--- src/rtl/id_ex_stage.sv ---
// ID/EX pipeline register for the RV32I core.
// Carries the decoded control bundle and operand/data fields from decode into
// execute. It also detects load-use hazards: when the instruction in EX is a
// load whose destination is a source of the instruction in ID, this stage holds
// ID and puts a single bubble into EX.
module id_ex_stage #(
    parameter int XLEN = 32,
    parameter int REGW = 5
) (
    input  logic            clk,
    input  logic            rst,
    input  logic            id_valid,
    output logic            id_ready,
    input  logic [XLEN-1:0] id_pc,
    input  logic [XLEN-1:0] id_rs1_data,
    input  logic [XLEN-1:0] id_rs2_data,
    input  logic [XLEN-1:0] id_imm,
    input  logic [REGW-1:0] id_rs1,
    input  logic [REGW-1:0] id_rs2,
    input  logic [REGW-1:0] id_rd,
    input  logic            id_use_rs1,
    input  logic            id_use_rs2,
    input  logic [2:0]      id_funct3,
    input  logic            dec_reg_write,
    input  logic [1:0]      dec_mem_to_reg,
    input  logic            dec_is_load,
    input  logic            dec_is_store,
    input  logic            dec_is_branch,
    input  logic            dec_is_jal,
    input  logic            dec_is_jalr,
    input  logic            dec_opa_sel,
    input  logic            dec_opb_sel,
    input  logic [3:0]      dec_alu_op,
    input  logic            ex_stall,
    input  logic            flush,
    output logic            ex_valid,
    output logic [XLEN-1:0] ex_pc,
    output logic [XLEN-1:0] ex_rs1_data,
    output logic [XLEN-1:0] ex_rs2_data,
    output logic [XLEN-1:0] ex_imm,
    output logic [REGW-1:0] ex_rs1,
    output logic [REGW-1:0] ex_rs2,
    output logic [REGW-1:0] ex_rd,
    output logic            ex_use_rs1,
    output logic            ex_use_rs2,
    output logic [2:0]      ex_funct3,
    output logic            ex_reg_write,
    output logic [1:0]      ex_mem_to_reg,
    output logic            ex_is_load,
    output logic            ex_is_store,
    output logic            ex_is_branch,
    output logic            ex_is_jal,
    output logic            ex_is_jalr,
    output logic            ex_opa_sel,
    output logic            ex_opb_sel,
    output logic [3:0]      ex_alu_op,
    output logic            load_use_stall
);

    // Control fields are zeroed on bubbles/flushes; data fields are simply carried.
    localparam int CTRL_W = 14;
    localparam int DATA_W = 4 * XLEN + 3 * REGW + 5;

    logic [CTRL_W-1:0] dec_ctrl_s;
    logic [CTRL_W-1:0] ex_ctrl_r;
    logic [DATA_W-1:0] id_data_s;
    logic [DATA_W-1:0] ex_data_r;
    logic              ex_valid_r;
    logic              rs1_match_s;
    logic              rs2_match_s;
    logic              hazard_s;

    assign dec_ctrl_s = {dec_reg_write, dec_mem_to_reg, dec_is_load, dec_is_store,
                         dec_is_branch, dec_is_jal, dec_is_jalr, dec_opa_sel,
                         dec_opb_sel, dec_alu_op};

    assign id_data_s = {id_pc, id_rs1_data, id_rs2_data, id_imm, id_rs1, id_rs2,
                        id_rd, id_use_rs1, id_use_rs2, id_funct3};

    assign {ex_reg_write, ex_mem_to_reg, ex_is_load, ex_is_store, ex_is_branch,
            ex_is_jal, ex_is_jalr, ex_opa_sel, ex_opb_sel, ex_alu_op} = ex_ctrl_r;

    assign {ex_pc, ex_rs1_data, ex_rs2_data, ex_imm, ex_rs1, ex_rs2, ex_rd,
            ex_use_rs1, ex_use_rs2, ex_funct3} = ex_data_r;

    assign ex_valid = ex_valid_r;

    // Load-use hazard: a live load in EX writing a non-x0 register that ID reads.
    always_comb begin
        rs1_match_s    = id_use_rs1 & (id_rs1 == ex_rd);
        rs2_match_s    = id_use_rs2 & (id_rs2 == ex_rd);
        hazard_s       = ex_valid_r & ex_is_load & (ex_rd != {REGW{1'b0}}) & id_valid &
                         (rs1_match_s | rs2_match_s);
        load_use_stall = hazard_s & ~flush;
        id_ready       = ~ex_stall & ~load_use_stall;
    end

    // EX slot update with priority reset > flush > stall > hazard bubble > advance.
    always_ff @(posedge clk) begin
        if (rst) begin
            ex_valid_r <= 1'b0;
            ex_ctrl_r  <= {CTRL_W{1'b0}};
            ex_data_r  <= {DATA_W{1'b0}};
        end else if (flush) begin
            // Kill the EX slot even if EX is stalled; data fields are left as they were.
            ex_valid_r <= 1'b0;
            ex_ctrl_r  <= {CTRL_W{1'b0}};
            ex_data_r  <= ex_data_r;
        end else if (ex_stall) begin
            // Hold everything; no bubble is inserted while EX is frozen.
            ex_valid_r <= ex_valid_r;
            ex_ctrl_r  <= ex_ctrl_r;
            ex_data_r  <= ex_data_r;
        end else if (hazard_s) begin
            // One bubble; ID is held and re-presents the same instruction next cycle.
            ex_valid_r <= 1'b0;
            ex_ctrl_r  <= {CTRL_W{1'b0}};
            ex_data_r  <= ex_data_r;
        end else begin
            ex_valid_r <= id_valid;
            ex_ctrl_r  <= id_valid ? dec_ctrl_s : {CTRL_W{1'b0}};
            ex_data_r  <= id_data_s;
        end
    end

endmodule

--- config.mk ---
export PLATFORM = sky130hd
export DESIGN_NAME = id_ex_stage
export DESIGN_NICKNAME = d
export VERILOG_FILES = /design/src/rtl/id_ex_stage.sv
export SDC_FILE = /design/constraint.sdc
export NUM_CORES = 1
export LEC_CHECK = 0
export ABC_AREA = 1
export CAP_MARGIN = 20
export CORE_ASPECT_RATIO = 0.6
export CORE_UTILIZATION = 25
export CTS_BUF_LIST = sky130_fd_sc_hd__clkbuf_4 sky130_fd_sc_hd__clkbuf_8
export CTS_CLUSTER_DIAMETER = 60
export DETAILED_ROUTE_END_ITERATION = 6
export HOLD_SLACK_MARGIN = 0.05
export SETUP_SLACK_MARGIN = 0.3
export SYNTH_ARGS = -nofsm -noshare
export SYNTH_HDL_FRONTEND = slang
export SYNTH_SLANG_ARGS = --single-unit
export TNS_END_PERCENT = 1
--- constraint.sdc ---
create_clock -name clk -period 1.6 [get_ports clk]
set_input_delay 0.32 -clock clk [delete_from_list [all_inputs] [get_ports clk]]
set_output_delay 0.32 -clock clk [all_outputs]
set_load 0.02 [all_outputs]
==> results of run 1 <==
==> area by class of cell <==
cell class / instances / area, um2 / share of cell area
inverters: 156 / 591 / 0.0486
clock inverters: 9 / 78.8 / 0.00649
clock buffers: 23 / 298 / 0.0245
flip-flops and latches: 163 / 3280 / 0.270
well taps: 408 / 510 / 0.0420
multi-input cells: 685 / 3400 / 0.280
diodes: 2 / 5.00 / 0.000412
repair buffers: 395 / 3990 / 0.328
==> cells by family (layout without fill, tap and decap cells) <==
group | count (synthesis) | after routing | synth area share
compound gates | 163 | 163 | 0.107
buf+inv | 243 | 583 | 0.151
flops | 163 | 163 | 0.430
other cells | 0 | 2 | 0
simple gates | 522 | 522 | 0.312
==> worst paths after layout <==
kind,start,to,cells after the start
worst max-delay path,ex_data_r[6]$_SDFFE_PP0P_,id_ready,11
worst min-delay path,dec_opb_sel,ex_ctrl_r[4]$_SDFFE_PP0N_,3
worst max register to register,ex_data_r[6]$_SDFFE_PP0P_,ex_data_r[72]$_SDFFE_PP0P_,14
worst min register to register,ex_ctrl_r[2]$_SDFFE_PP0N_,ex_ctrl_r[2]$_SDFFE_PP0N_,2
==> flip-flops by register name, indices dropped and copies added (netlist names) <==
signal and flops:
ex_data_r 148, ex_ctrl_r 14, ex_valid 1
==> repair_timing <==
item | CTS | global route
resized for setup | 883 | 68
cloned | 0 | 7
pin swaps | 5 | 7
endpoints found under the setup margin | 328 | 328
setup buffers | 2 | 4
==> placed cells by master, fill, tap and decap left out, drive strengths merged <==
cell           count
buf              222
nand2            194
clkdlybuf4s50    166
nand3            164
dfxtp            163
a21oi            163
nor2             160
inv              157
clkbuf            30
clkinv             4
clkinvlp           3
diode              2
nand4              2
or2                2
bufinv             1
==> metrics by stage <==
stage	instances	TNS (ns)	util	power, uW
2_1_floorplan	1091	-0.0786	-	5580
3_3_place_gp	1794	-111.45	0.385	6780
3_5_place_dp	1794	-114.32	0.385	6800
4_1_cts	1828	-41.38	0.391	9860
5_1_grt	1840	-67.28	0.406	10300
6_report	1841	-49.72	0.406	9750
==> power breakdown <==
| group | internal (uW) | leakage [uW] | switching, uW | total, uW |
|---|---|---|---|---|
| clock network | 1400 | 0.000192 | 1630 | 3020 |
| registers | 4310 | 0.00135 | 167 | 4480 |
| logic | 1160 | 0.00424 | 1090 | 2250 |
| total | 6870 | 0.00578 | 2880 | 9750 |
==> worst max-delay path: stages (launching register included) <==
cell     delay [ns]
dfxtp_4        0.40
inv_2          0.05
nand2_1        0.05
nand2_1        0.06
nor2_2         0.12
nand3_2        0.09
nand2_4        0.09
nand2_8        0.06
nor2_4         0.10
or2_4          0.12
inv_2          0.03
buf_6          0.11
==> per-layer routing <==
metal	vias to the layer above	GRT usage
met4	0	0.0459
met3	18	0.0666
met5	-	0
met1	3610	0.200
li1	4064	-
met2	192	0.235
==> impl_metrics.json, run 1 <==
{
  "arrival_ns": 1.75,
  "drtIter0Drc": 399,
  "ys_types": 18,
  "synthTopCellsByCount": "nand2_1 (192), a21oi_1 (163), dfxtp_1 (163), nor2_1 (159), inv_1 (152)",
  "power.leakage_uw": 0.00578,
  "syn2layout_area_growth_pct": 60.0,
  "finalCritPeriodShare": 1.29,
  "grt_pass1_vias": 6977,
  "num_vias": 7884,
  "track_usage": 0.156,
  "initial_core_util": 0.254,
  "min_period_ns": 2.07,
  "die_x_um": 227,
  "peakVddDrop_mv": 0.427,
  "violations": "setup timing",
  "p_per_area_nw_per_um2": 802,
  "worstPathMaxFanout": 6,
  "pin_count": 332,
  "cts_tree": "yes",
  "syn_avg_cell_area_um2": 6.96,
  "ys.warnings.count": 0,
  "clock-root-buffer": "clkbuf_8",
  "wl_per_cell_um": 14.2,
  "top_layer_used": "met4",
  "cts_buffer_depth": 2,
  "crit_path_end_kind": "primary output",
  "routed-wl-met3_mm": 2.14,
  "r2r_slack_ns": -0.42,
  "die_h_um": 137,
  "grt_first_pass_wirelength_mm": 37.6,
  "drive_gt1_frac": 0.252,
  "met2_length_mm": 11.7,
  "slew_violations": 0,
  "cts.sinks": 163,
  "grt_max_degree": 142,
  "port_buffers": 331,
  "synth_top_area_cell": "dfxtp_1",
  "grt_overflow": 0,
  "rsz0062_at_grt": "yes",
  "cts_buffers": 17,
  "syn_inst": 1091,
  "fmax_ghz": 0.483,
  "dr.pass1.iters": 6,
  "placed_area_um2": 11500,
  "drt_wl_total_mm": 26.2,
  "yosys_register_bits": 163,
  "fin_ws_ns": -0.471,
  "dp.final_hpwl_mm": 17.5,
  "setup_viol": 165,
  "nNetsFinal": 1585,
  "final_hold_viol_count": 0,
  "synth.top_cell.area_share": 0.430,
  "postCtsHoldBufs": 0,
  "slew_headroom": 0.578,
  "drt-met1-wl_mm": 12.0,
  "final_area_um2": 12200,
  "core_um2": 29900,
  "tightest_slew_ns": 0.633,
  "cp.required_ns": 1.28,
  "netlist_top_cells_area": "dfxtp_1 (43%), a21oi_1 (11%), nand2_1 (9.5%)",
  "synth-async-reset-ratio": 0,
  "critPathLaunchType": "flip-flop",
  "path_clk_slew_ns": 0.10,
  "drv_cap": 0,
  "postSynthNetCount": 1258,
  "clk_latency_ns": 0.48,
  "status": "finished, violations left",
  "whs_ns": 0.408,
  "ant_nets": 0,
  "viasPerCell": 4.28,
  "dp_slack_ns": -0.950,
  "cts.htree.levels": 4,
  "die-area_um2": 31100,
  "hp-class": "input port to flip-flop",
  "drc_errors": 0,
  "path_class": "flip-flop to primary output",
  "grt_antenna_before_repair": 2,
  "ys_seq_area_frac": 0.430,
  "netlist_area_um2": 7600,
  "ys.flop_type": "dfxtp_1",
  "fin_skew_ns": 0.0147,
  "synth-edff-count": 0,
  "gp_congestion": 0.789,
  "yosysMostFrequentCell": "nand2_1",
  "rows": 49,
  "fillers": 3175
}
Power figures use the tool's default switching activity.
==> run 2: changes to the inputs <==
- ABC_AREA: 1 -> not set
==> run 2 against run 1 <==
- the run still ends with setup timing left
- synthesized cell count fell by 32%
- non-clock buffer count fell by 12
- via count fell by 22%
- synthesized area fell by 2.2%
- power fell by 2.3%
- maximum frequency fell by 4.2%
- sequential share of layout area rose by 0.86 points
- sequential cell count did not move
- first-iteration DRC count fell by 43%
- die area fell by 2.2%
- largest cell class is now multi-input combinational cells
- largest power group unchanged
- highest routed layer is now met5
==> impl_metrics.json, run 2 <==
{
  "final_cell_mix": "nand2b_1 (296), clkdlybuf4s50_1 (164), dfxtp_1 (158), buf_4 (149), mux2i_1 (147)",
  "core_um2": 28900,
  "drc_errors": 0,
  "fin_ws_ns": -0.561,
  "worstPathMaxFanout": 4,
  "largest_reg_flops": 148,
  "grt_pass1_vias": 6240,
  "viasPerCell": 4.08,
  "cts.sinks": 163,
  "grt_antenna_before_repair": 1,
  "grt_overflow": 0,
  "fin_skew_ns": 0.0155,
  "power.leakage_uw": 0.00478,
  "synth.top_cell.area_share": 0.439,
  "track_usage": 0.147,
  "final_area_um2": 11800,
  "syn_avg_cell_area_um2": 9.97,
  "port_buffers": 331,
  "timing.rr.start": "ex_data_r[8]$_SDFFE_PP0P_",
  "syn2layout_area_growth_pct": 58.7,
  "fmax_ghz": 0.463,
  "fillers": 2926,
  "path_delay_family": "simple AND/OR/NAND/NOR gates",
  "nNetsFinal": 1259,
  "die_x_um": 225,
  "cp_slowest_cell": "dfxtp_4",
  "clock-root-buffer": "clkbuf_8",
  "status": "finished, violations left",
  "crit_path_end_kind": "primary output",
  "initial_core_util": 0.257,
  "ys_types": 20,
  "path_class": "flip-flop to primary output",
  "netlist_area_um2": 7430,
  "die_h_um": 136,
  "tightest_slew_ns": 0.989,
  "wl_per_cell_um": 15.0,
  "synthTopCellsByCount": "nand2b_1 (296), dfxtp_1 (163), mux2i_1 (148), clkbuf_1 (39), nand2_1 (16)",
  "gp_congestion": 0.772,
  "clk_latency_ns": 0.47,
  "layout_commonest_cell": "nand2b_1",
  "cts.htree.levels": 4,
  "r2r_slack_ns": -0.43,
  "top_register": "ex_data_r",
  "drt_wl_total_mm": 22.5,
  "ys.warnings.count": 0,
  "netlist_top_cells_area": "dfxtp_1 (44%), nand2b_1 (25%), mux2i_1 (20%)",
  "rsz0062_at_grt": "yes",
  "critPathLaunchType": "flip-flop",
  "final_cells": 1504,
  "drtIter0Drc": 226,
  "yosys_register_bits": 163,
  "cts_tree": "yes",
  "violations": "setup timing",
  "drv_cap": 0,
  "ant_nets": 0,
  "cp_cell_sequence": "xnor2_1, nand4_1, o22ai_2, and3b_2, nor2_2, buf_6",
  "whs_endpoint": "ex_data_r[37]$_SDFFE_PP0P_",
  "yosysMostFrequentCell": "nand2b_1",
  "postSynthNetCount": 912,
  "worst-path-buf-inv": 1,
  "min-delay-start": "rst",
  "final_hold_viol_count": 0,
  "dr.pass1.iters": 4,
  "die-area_um2": 30400,
  "min_period_ns": 2.16,
  "ys.flop_type": "dfxtp_1",
  "synth-edff-count": 0,
  "num_antenna_cells": 0,
  "hp-class": "input port to flip-flop",
  "peakVddDrop_mv": 0.466,
  "slew_violations": 0,
  "dp.final_hpwl_mm": 16.5,
  "p_per_area_nw_per_um2": 808,
  "slew_headroom": 0.339,
  "finalCritPeriodShare": 1.35,
  "min_path_cells": 3,
  "cts_buffers": 17,
  "drive_gt1_frac": 0.242,
  "synth-async-reset-ratio": 0,
  "setup_viol": 165,
  "r2r_cells": 9,
  "pin_count": 332,
  "arrival_ns": 1.84,
  "cts_buffer_depth": 2,
  "num_vias": 6142,
  "grt_first_pass_wirelength_mm": 34.6,
  "dp_slack_ns": -1.03,
  "path_clk_slew_ns": 0.09,
  "rows": 48,
  "grt_max_degree": 92,
  "whs_ns": 0.302,
  "syn_inst": 745,
  "placed_area_um2": 11400,
  "cpPeakStageDelay_ns": 0.38,
  "cp.required_ns": 1.28,
  "dp_cells": 1465,
  "rr_endpoint": "ex_data_r[92]$_SDFFE_PP0P_",
  "synth_top_area_cell": "dfxtp_1",
  "ys_seq_area_frac": 0.439
}
==> run 2: changes by cell type in the layout (fill, tap and decap cells not counted), moves of 41 or more <==
cell	before	now
nand2_1	183	16
mux2i_1	0	147
nand3_1	123	1
nand3_2	41	0
inv_1	149	0
nand2b_1	0	296
nor2_1	154	2
a21oi_1	136	14
==> run 2: where the power goes <==
part	total, uW	switching [uW]	internal [uW]
Clock	3240	1640	1600
Sequential	4380	125	4250
Combinational	1910	810	1100
Total	9520	2570	6950
==> run 2: repair_timing <==
item / in CTS / in global routing
pin swaps: 11 / 6
hold buffers: 0 / 0
resized for setup: 864 / 32
setup endpoints to repair: 328 / 328
buffers inserted: 8 / 0
==> run 2: kinds of logic after synthesis <==
| family | count (synthesis) | share of synthesized area |
|---|---|---|
| DFF | 163 | 0.439 |
| AOI/OAI and AO/OA | 33 | 0.0297 |
| xor gates and xnor gates | 10 | 0.0118 |
| and+or+nand+nor | 336 | 0.277 |
| buffers and inverters | 55 | 0.0430 |
| muxes | 148 | 0.199 |
==> run 2: how the worst max path moves through the flow <==
stage / from / endpoint / cells past startpoint
floorplan: ex_data_r[9]$_SDFFE_PP0P_ / ex_data_r[100]$_SDFFE_PP0P_ / 7
global placement: id_rs2[4] / load_use_stall / 6
detailed placement: id_rs2[4] / load_use_stall / 6
CTS: ex_data_r[9]$_SDFFE_PP0P_ / id_ready / 6
global route: ex_data_r[8]$_SDFFE_PP0P_ / id_ready / 6
finish: ex_data_r[8]$_SDFFE_PP0P_ / id_ready / 6
==> run 2: worst reg2reg max path: stages (launching register included) <==
cell and delay, ns:
dfxtp_4 0.38, xnor2_1 0.14, nand4_1 0.11, o22ai_2 0.12
buf_4 0.22, a211oi_4 0.29, buf_6 0.15, buf_12 0.15
buf_16 0.20, mux2i_2 0.22
==> run 2: layer usage <==
metal,GRT usage,wire length [um],vias up
met5,0,13,-
met4,0.0401,248,2
met3,0.0616,1860,16
met2,0.222,9900,177
met1,0.192,10500,2847
li1,-,-,3100
==> run 2: cell type report <==
class / instances / area (um2) / share of cell area
multi-input cells: 527 / 3920 / 0.333
clock buffers: 20 / 256 / 0.0218
repair buffers: 383 / 3670 / 0.312
clock inverters: 11 / 151 / 0.0128
well taps: 400 / 500 / 0.0425
flip-flops and latches: 163 / 3280 / 0.279
==> run 2: through the flow <==
| step | power, uW | utilization | setup TNS [ns] |
|---|---|---|---|
| 6_report | 9520 | 0.407 | -56.37 |
| 5_1_grt | 10000 | 0.407 | -78.32 |
| 4_1_cts | 9720 | 0.406 | -61.53 |
| 3_5_place_dp | 6370 | 0.395 | -136.40 |
| 3_3_place_gp | 6360 | 0.395 | -134.83 |
| 2_1_floorplan | 5320 | - | -9.91 |
==> run 3: changes to the inputs <==
- ABC_CLOCK_PERIOD_IN_PS: not set -> 1600
==> results of run 3 <==
Same layout as run 2: the final DEF is identical, and so are final timing and power.
